--- src/rtl/game_pkg.sv ---
// Shared types and widths for the game score keeper.
package game_pkg;

  localparam int POINTS_W = 14;
  localparam int LIVES_W  = 2;
  localparam int TIME_W   = 8;

  typedef enum logic [1:0] {
    ST_IDLE = 2'd0,
    ST_PLAY = 2'd1,
    ST_WON  = 2'd2,
    ST_LOST = 2'd3
  } game_state_t;

endpackage

--- src/rtl/btn_sync_edge.sv ---
// Two-flop synchronizer for a raw button plus a registered rising-edge pulse.
// A held button yields a single pulse; a re-press needs one low sample first.
module btn_sync_edge (
  input  logic clk,
  input  logic rst_n,
  input  logic btn,
  output logic pulse
);

  logic sync1_reg;
  logic sync2_reg;
  logic prev_reg;
  logic pulse_reg;

  // Synchronize, remember the previous synchronized level, register the edge.
  always_ff @(posedge clk or negedge rst_n) begin
    if (!rst_n) begin
      sync1_reg <= 1'b0;
      sync2_reg <= 1'b0;
      prev_reg  <= 1'b0;
      pulse_reg <= 1'b0;
    end else begin
      sync1_reg <= btn;
      sync2_reg <= sync1_reg;
      prev_reg  <= sync2_reg;
      pulse_reg <= sync2_reg & ~prev_reg;
    end
  end

  assign pulse = pulse_reg;

endmodule

--- src/rtl/game_score_keeper.sv ---
// Game-state stage feeding the seven-segment driver: points, lives, a
// per-round countdown and the IDLE/PLAY/WON/LOST state machine.
module game_score_keeper
  import game_pkg::*;
#(
  parameter int TICK_DIV      = 100_000_000,
  parameter int ROUND_SECONDS = 10,
  parameter int START_LIVES   = 3,
  parameter int WIN_POINTS    = 4
) (
  input  logic        clk,
  input  logic        rst_n,
  input  logic        start_btn,
  input  logic        hit_btn,
  input  logic        miss_btn,
  output logic [15:0] displayNumber,
  output logic [1:0]  displayScore,
  output logic [7:0]  round_time,
  output logic [1:0]  game_state
);

  localparam int PRE_W = $clog2(TICK_DIV);

  localparam logic [PRE_W-1:0]    PRESC_MAX = PRE_W'(TICK_DIV - 1);
  localparam logic [POINTS_W-1:0] WIN_P     = POINTS_W'(WIN_POINTS);
  localparam logic [LIVES_W-1:0]  START_L   = LIVES_W'(START_LIVES);
  localparam logic [TIME_W-1:0]   ROUND_T   = TIME_W'(ROUND_SECONDS);

  // Button conditioning: index 0 = start, 1 = hit, 2 = miss.
  logic [2:0] btn_raw;
  logic [2:0] btn_p;

  assign btn_raw = {miss_btn, hit_btn, start_btn};

  genvar gi;
  generate
    for (gi = 0; gi < 3; gi++) begin : g_btn
      btn_sync_edge u_btn (
        .clk   (clk),
        .rst_n (rst_n),
        .btn   (btn_raw[gi]),
        .pulse (btn_p[gi])
      );
    end
  endgenerate

  logic start_p;
  logic hit_p;
  logic miss_p;

  assign start_p = btn_p[0];
  assign hit_p   = btn_p[1];
  assign miss_p  = btn_p[2];

  game_state_t         state_reg,  state_next;
  logic [POINTS_W-1:0] points_reg, points_next;
  logic [LIVES_W-1:0]  lives_reg,  lives_next;
  logic [TIME_W-1:0]   time_reg,   time_next;
  logic [PRE_W-1:0]    presc_reg,  presc_next;

  logic tick;
  logic timeout;

  assign tick    = (state_reg == ST_PLAY) && (presc_reg == PRESC_MAX);
  assign timeout = tick && (time_reg == TIME_W'(1));

  // Resolve one cycle of events: start > hit > miss/timeout > plain tick.
  always_comb begin
    state_next  = state_reg;
    points_next = points_reg;
    lives_next  = lives_reg;
    time_next   = time_reg;
    presc_next  = presc_reg;

    if (start_p) begin
      state_next  = ST_PLAY;
      points_next = '0;
      lives_next  = START_L;
      time_next   = ROUND_T;
      presc_next  = '0;
    end else if (state_reg == ST_PLAY) begin
      presc_next = tick ? '0 : presc_reg + PRE_W'(1);
      if (hit_p) begin
        // A hit swallows any coincident miss or timeout.
        points_next = points_reg + POINTS_W'(1);
        time_next   = ROUND_T;
        presc_next  = '0;
        if (points_reg + POINTS_W'(1) == WIN_P) begin
          state_next = ST_WON;
        end
      end else if (miss_p || timeout) begin
        // Miss and timeout together still cost only one life.
        lives_next = lives_reg - LIVES_W'(1);
        time_next  = ROUND_T;
        if (timeout) begin
          presc_next = '0;
        end
        if (lives_reg == LIVES_W'(1)) begin
          state_next = ST_LOST;
        end
      end else if (tick) begin
        time_next = time_reg - TIME_W'(1);
      end
    end
  end

  // Game state registers.
  always_ff @(posedge clk or negedge rst_n) begin
    if (!rst_n) begin
      state_reg  <= ST_IDLE;
      points_reg <= '0;
      lives_reg  <= START_L;
      time_reg   <= ROUND_T;
      presc_reg  <= '0;
    end else begin
      state_reg  <= state_next;
      points_reg <= points_next;
      lives_reg  <= lives_next;
      time_reg   <= time_next;
      presc_reg  <= presc_next;
    end
  end

  assign displayNumber = {{(16 - POINTS_W){1'b0}}, points_reg};
  assign displayScore  = lives_reg;
  assign round_time    = time_reg;
  assign game_state    = state_reg;

endmodule
--- config.mk ---
export PLATFORM = sky130hd
export DESIGN_NAME = game_score_keeper
export DESIGN_NICKNAME = d
export VERILOG_FILES = /design/src/rtl/game_pkg.sv /design/src/rtl/btn_sync_edge.sv /design/src/rtl/game_score_keeper.sv
export SDC_FILE = /design/constraint.sdc
export NUM_CORES = 1
export LEC_CHECK = 0
export BUFFER_PORTS_ARGS = -buffer_cell sky130_fd_sc_hd__buf_2
export CAP_MARGIN = 10
export CORE_MARGIN = 8
export CORE_UTILIZATION = 28
export CTS_CLUSTER_SIZE = 10
export DETAILED_ROUTE_END_ITERATION = 6
export GPL_ROUTABILITY_DRIVEN = 0
export RECOVER_POWER = 50
export SYNTH_ARGS = -nofsm -noshare
export SYNTH_HDL_FRONTEND = slang
export SYNTH_SLANG_ARGS = --single-unit
--- constraint.sdc ---
create_clock -name clk -period 4.8 [get_ports clk]
set_input_delay 0.48 -clock clk [delete_from_list [all_inputs] [get_ports clk]]
set_output_delay 0.48 -clock clk [all_outputs]
set_load 0.1 [all_outputs]
==> PnR_summary.wiki <==
{| class="wikitable"
! Metric !! Value
|-
| Yosys warning total || 0
|-
| Post-detailed-placement cell area || approximately 3700 um^2
|-
| Global Route met1 Usage || 12.8%
|-
| Flip-flop count of the largest register, all copies and words added || 27
|-
| Flop and latch count out of synthesis || 65
|-
| Cell count of the worst hold path || 1
|-
| Max frequency || around 0.41 GHz
|-
| CP peak stage delay || 0.73 ns
|-
| Standard cell with the maximum stage delay on the critical path || sky130_fd_sc_hd__nor4_1
|-
| # placed instances || 523
|-
| Grt peak-use layer || met2
|-
| Final count of hold timing violations || 0
|-
| Netlist area before placement || 3450 um^2
|-
| Count of TritonRoute iterations in the first routing pass || 5
|-
| Final layout net count || slightly below 400
|-
| Global Route Usage Sum || 9.99%
|-
| Count of input and output buffers || 30
|-
| Area overhead of the layout relative to synthesis || 17.2%
|-
| Total via count in the routed design || roughly 2.7k
|-
| WP buf/inv || 0
|-
| Fin area || 4040 um^2
|-
| Clock sinks || 65
|-
| First-pass GRT wire length || between 10000 and 15000 um
|-
| CTS tree || done
|-
| Latest clock arrival within the worst-skew pair || 0.33 ns
|-
| Final std cells w/o fill || 539
|-
| Global routing usage on met3 || 3.41%
|-
| Power after layout || 1.58 mW
|-
| Leakage power of the design || 1.68 nW
|-
| Share of layout cells above drive strength 1 || 16.6%
|-
| Starting Density || 28.7%
|-
| Min-delay src || hit_btn
|-
| Total clock buffers created by CTS || 9
|-
| Avg Inst Size Synth || 9.56 um^2
|-
| Largest clock skew in the final design || 0.00924 ns
|-
| Area inside the core boundary || approximately 12000 um^2
|-
| Register-to-register path setup slack || 2.34 ns
|-
| Power per unit of standard cell area || around 400 nW/um^2
|-
| Crit path setup slack, layout || between 2 and 2.5 ns
|-
| Antenna violations before repair || 0
|-
| Sum Neg Setup Slack || 0 ns
|-
| Peak supply drop || 0.169 mV
|-
| Hold EP || g_btn[1].u_btn.sync1_reg$_DFF_PN0_
|-
| Layout fillers || 1236
|-
| Result of the run || finished clean
|-
| Residual DRC count || 0
|-
| Predominant post-synthesis flop cell || sky130_fd_sc_hd__dfrtp_1
|-
| Width of the die || approximately 130 um
|-
| Final setup vio count || 0
|-
| Launching point of the worst reg2reg path || presc_reg[13]$_DFFE_PN0N_
|-
| Violation count after the first detailed-route iteration || 217
|-
| Critical Path, Cell by Cell || nand4_1, nor4_1, a21oi_2, o21ai_4, nor2_1
|-
| Worst Setup Path Type || flop to flop
|-
| Tightest hold margin || 0.264 ns
|-
| Critical R2R Capture || presc_reg[4]$_DFFE_PN0N_
|-
| Total setup buffers inserted after CTS || 0
|-
| Worst-case reg-to-reg path depth || 5
|-
| Placed wire-length estimate || 5180 um
|-
| Crit start category || flop
|-
| Final critical-path required period || 2.46 ns
|-
| Number of nets with antenna violations after detailed routing || 0
|-
| Commonest non-fill, non-tap cells in the layout || sky130_fd_sc_hd__dfrtp_1 (61), sky130_fd_sc_hd__nor2_1 (55), sky130_fd_sc_hd__buf_2 (30), sky130_fd_sc_hd__xnor2_1 (29), sky130_fd_sc_hd__nand2_1 (26)
|-
| Max Fanout on Critical Path || 24
|-
| Period utilisation layout || 51.3%
|-
| CTS resizes || 0
|-
| Setup repair after global routing missed its margin || false
|-
| Commonest non-fill, non-tap cell in the layout || sky130_fd_sc_hd__dfrtp_1
|-
| Ys async rst share || 100%
|-
| Cts hold-fix bufs || 0
|-
| Total number of H-tree levels || 3
|-
| Count of distinct cell types in the synthesized netlist || 54
|-
| Vias per cell || 5.01
|-
| Die height || 127 um
|-
| Endpoint arrival time on the critical path || 2.64 ns
|-
| Cell Rows || 40
|-
| Die area || 16100 um^2
|-
| CTS root buf || sky130_fd_sc_hd__clkbuf_16
|-
| Vias in the first global route || 2661
|-
| Finished Core Util || approximately a third
|-
| Total wire length || 7610 um
|-
| Count of flip-flops with a built-in enable after synthesis || 0
|-
| Share of synthesized area occupied by flip-flops and latches || 47.3%
|-
| Clk buf depth || 2
|-
| Diodes inserted || 0
|-
| Count of final max-slew check failures || 0
|-
| Num ports || 33
|-
| Maximum Capacitance Violations || 0
|-
| Endpoint class of the critical path || flop
|-
| Fraction of met2 tracks used by global routing || 15.2%
|-
| Post-synthesis instance total || 361
|-
| Class of the most critical hold timing path || input port to flop
|-
| Routed length per placed instance || 14.1 um
|-
| Relative slew slack || 43.5%
|-
| Remaining Overflow, GRT || 0
|-
| Maximum number of pins on one net before global-route repair || 66
|-
| CP top delay family || simple AND/OR/NAND/NOR gates
|-
| CP required || 4.97 ns
|-
| Worst setup slack before clock tree synthesis || 2.33 ns
|-
| Worst-Margin Slew || between 0.8 and 0.9 ns
|-
| CTS clk-pin slew, worst paths || 0.05 ns
|}
-- final cells by class --
type                       instances  area (um^2)  share of cell area, %
clock inverter                     5          103                   2.54
tap                              147          184                   4.55
multi-input combinational        266         1670                   41.3
timing repair buffer              31          158                   3.90
sequential                        65         1630                   40.4
inverter                          14         52.6                   1.30
clock buffer                      11          243                   6.00
-- report_power, final --
| group | internal, mW | switching (mW) | total, mW |
|---|---|---|---|
| registers | 0.577 | 0.0314 | 0.608 |
| logic | 0.0467 | 0.166 | 0.212 |
| clock network | 0.520 | 0.235 | 0.755 |
| total | 1.14 | 0.432 | 1.58 |
-- worst register-to-register path: stages (launching register included) --
cell	delay, ns
sky130_fd_sc_hd__dfrtp_1	0.41
sky130_fd_sc_hd__nand4_1	0.27
sky130_fd_sc_hd__nor4_1	0.73
sky130_fd_sc_hd__a21oi_2	0.21
sky130_fd_sc_hd__o21ai_4	0.57
sky130_fd_sc_hd__nor2_1	0.13
-- metal layers --
metal,share of wire [%],vias to the layer above
met5,0,-
met4,1.0,0
met3,5.5,6
met2,45,50
met1,49,1320
li1,-,1322
-- cells by family after synthesis --
group           synth area share [%]
compound gates                  8.49
other cells                    0.109
simple gates                    26.6
fa+ha+maj                       2.18
buf+inv                         4.35
flops                           47.3
mux                             1.60
xor+xnor                        9.39
-- worst max-delay path by stage --
stage / start / endpoint / slack (ns) / cells after the start
2_1_floorplan: points_reg[0]$_DFFE_PN0P_ / game_state[0]$_DFFE_PN0P_ / 2.17 / 6
3_3_place_gp: presc_reg[12]$_DFFE_PN0N_ / presc_reg[13]$_DFFE_PN0N_ / 2.38 / 5
3_5_place_dp: presc_reg[12]$_DFFE_PN0N_ / presc_reg[4]$_DFFE_PN0N_ / 2.33 / 5
4_1_cts: presc_reg[13]$_DFFE_PN0N_ / presc_reg[4]$_DFFE_PN0N_ / 2.33 / 5
5_1_grt: presc_reg[14]$_DFFE_PN0N_ / presc_reg[4]$_DFFE_PN0N_ / 2.04 / 5
6_report: presc_reg[13]$_DFFE_PN0N_ / presc_reg[4]$_DFFE_PN0N_ / 2.34 / 5
-- synthesized netlist by cell type (2+ instances only) --
library cell	count	area share, %
sky130_fd_sc_hd__nor2_1	55	6.0
sky130_fd_sc_hd__nor2b_1	7	1.3
sky130_fd_sc_hd__o41ai_1	2	0.51
sky130_fd_sc_hd__and2_1	2	0.36
sky130_fd_sc_hd__o21ai_4	2	0.94
sky130_fd_sc_hd__or2_2	2	0.36
sky130_fd_sc_hd__nor4_1	12	2.2
sky130_fd_sc_hd__nand4_1	13	2.4
sky130_fd_sc_hd__nand2_1	26	2.8
sky130_fd_sc_hd__or3_1	6	1.1
sky130_fd_sc_hd__and3_1	5	0.91
sky130_fd_sc_hd__and4_1	2	0.51
sky130_fd_sc_hd__o221ai_1	5	1.3
sky130_fd_sc_hd__buf_2	3	0.44
sky130_fd_sc_hd__clkbuf_1	9	0.98
sky130_fd_sc_hd__buf_4	2	0.44
sky130_fd_sc_hd__dfrtp_1	61	44
sky130_fd_sc_hd__ha_1	6	2.2
sky130_fd_sc_hd__buf_6	3	0.98
sky130_fd_sc_hd__inv_1	14	1.5
sky130_fd_sc_hd__a21oi_1	7	1.0
sky130_fd_sc_hd__a211oi_1	2	0.44
sky130_fd_sc_hd__dfstp_2	4	3.0
sky130_fd_sc_hd__nand3_1	19	2.8
sky130_fd_sc_hd__xnor2_1	29	7.4
sky130_fd_sc_hd__nor3_1	17	2.5
sky130_fd_sc_hd__xor2_1	8	2.0
sky130_fd_sc_hd__or3b_2	2	0.51
sky130_fd_sc_hd__o21ai_0	7	1.0
sky130_fd_sc_hd__o2111ai_1	2	0.51
sky130_fd_sc_hd__mux2i_1	4	1.2
Power figures use the tool's default switching activity.
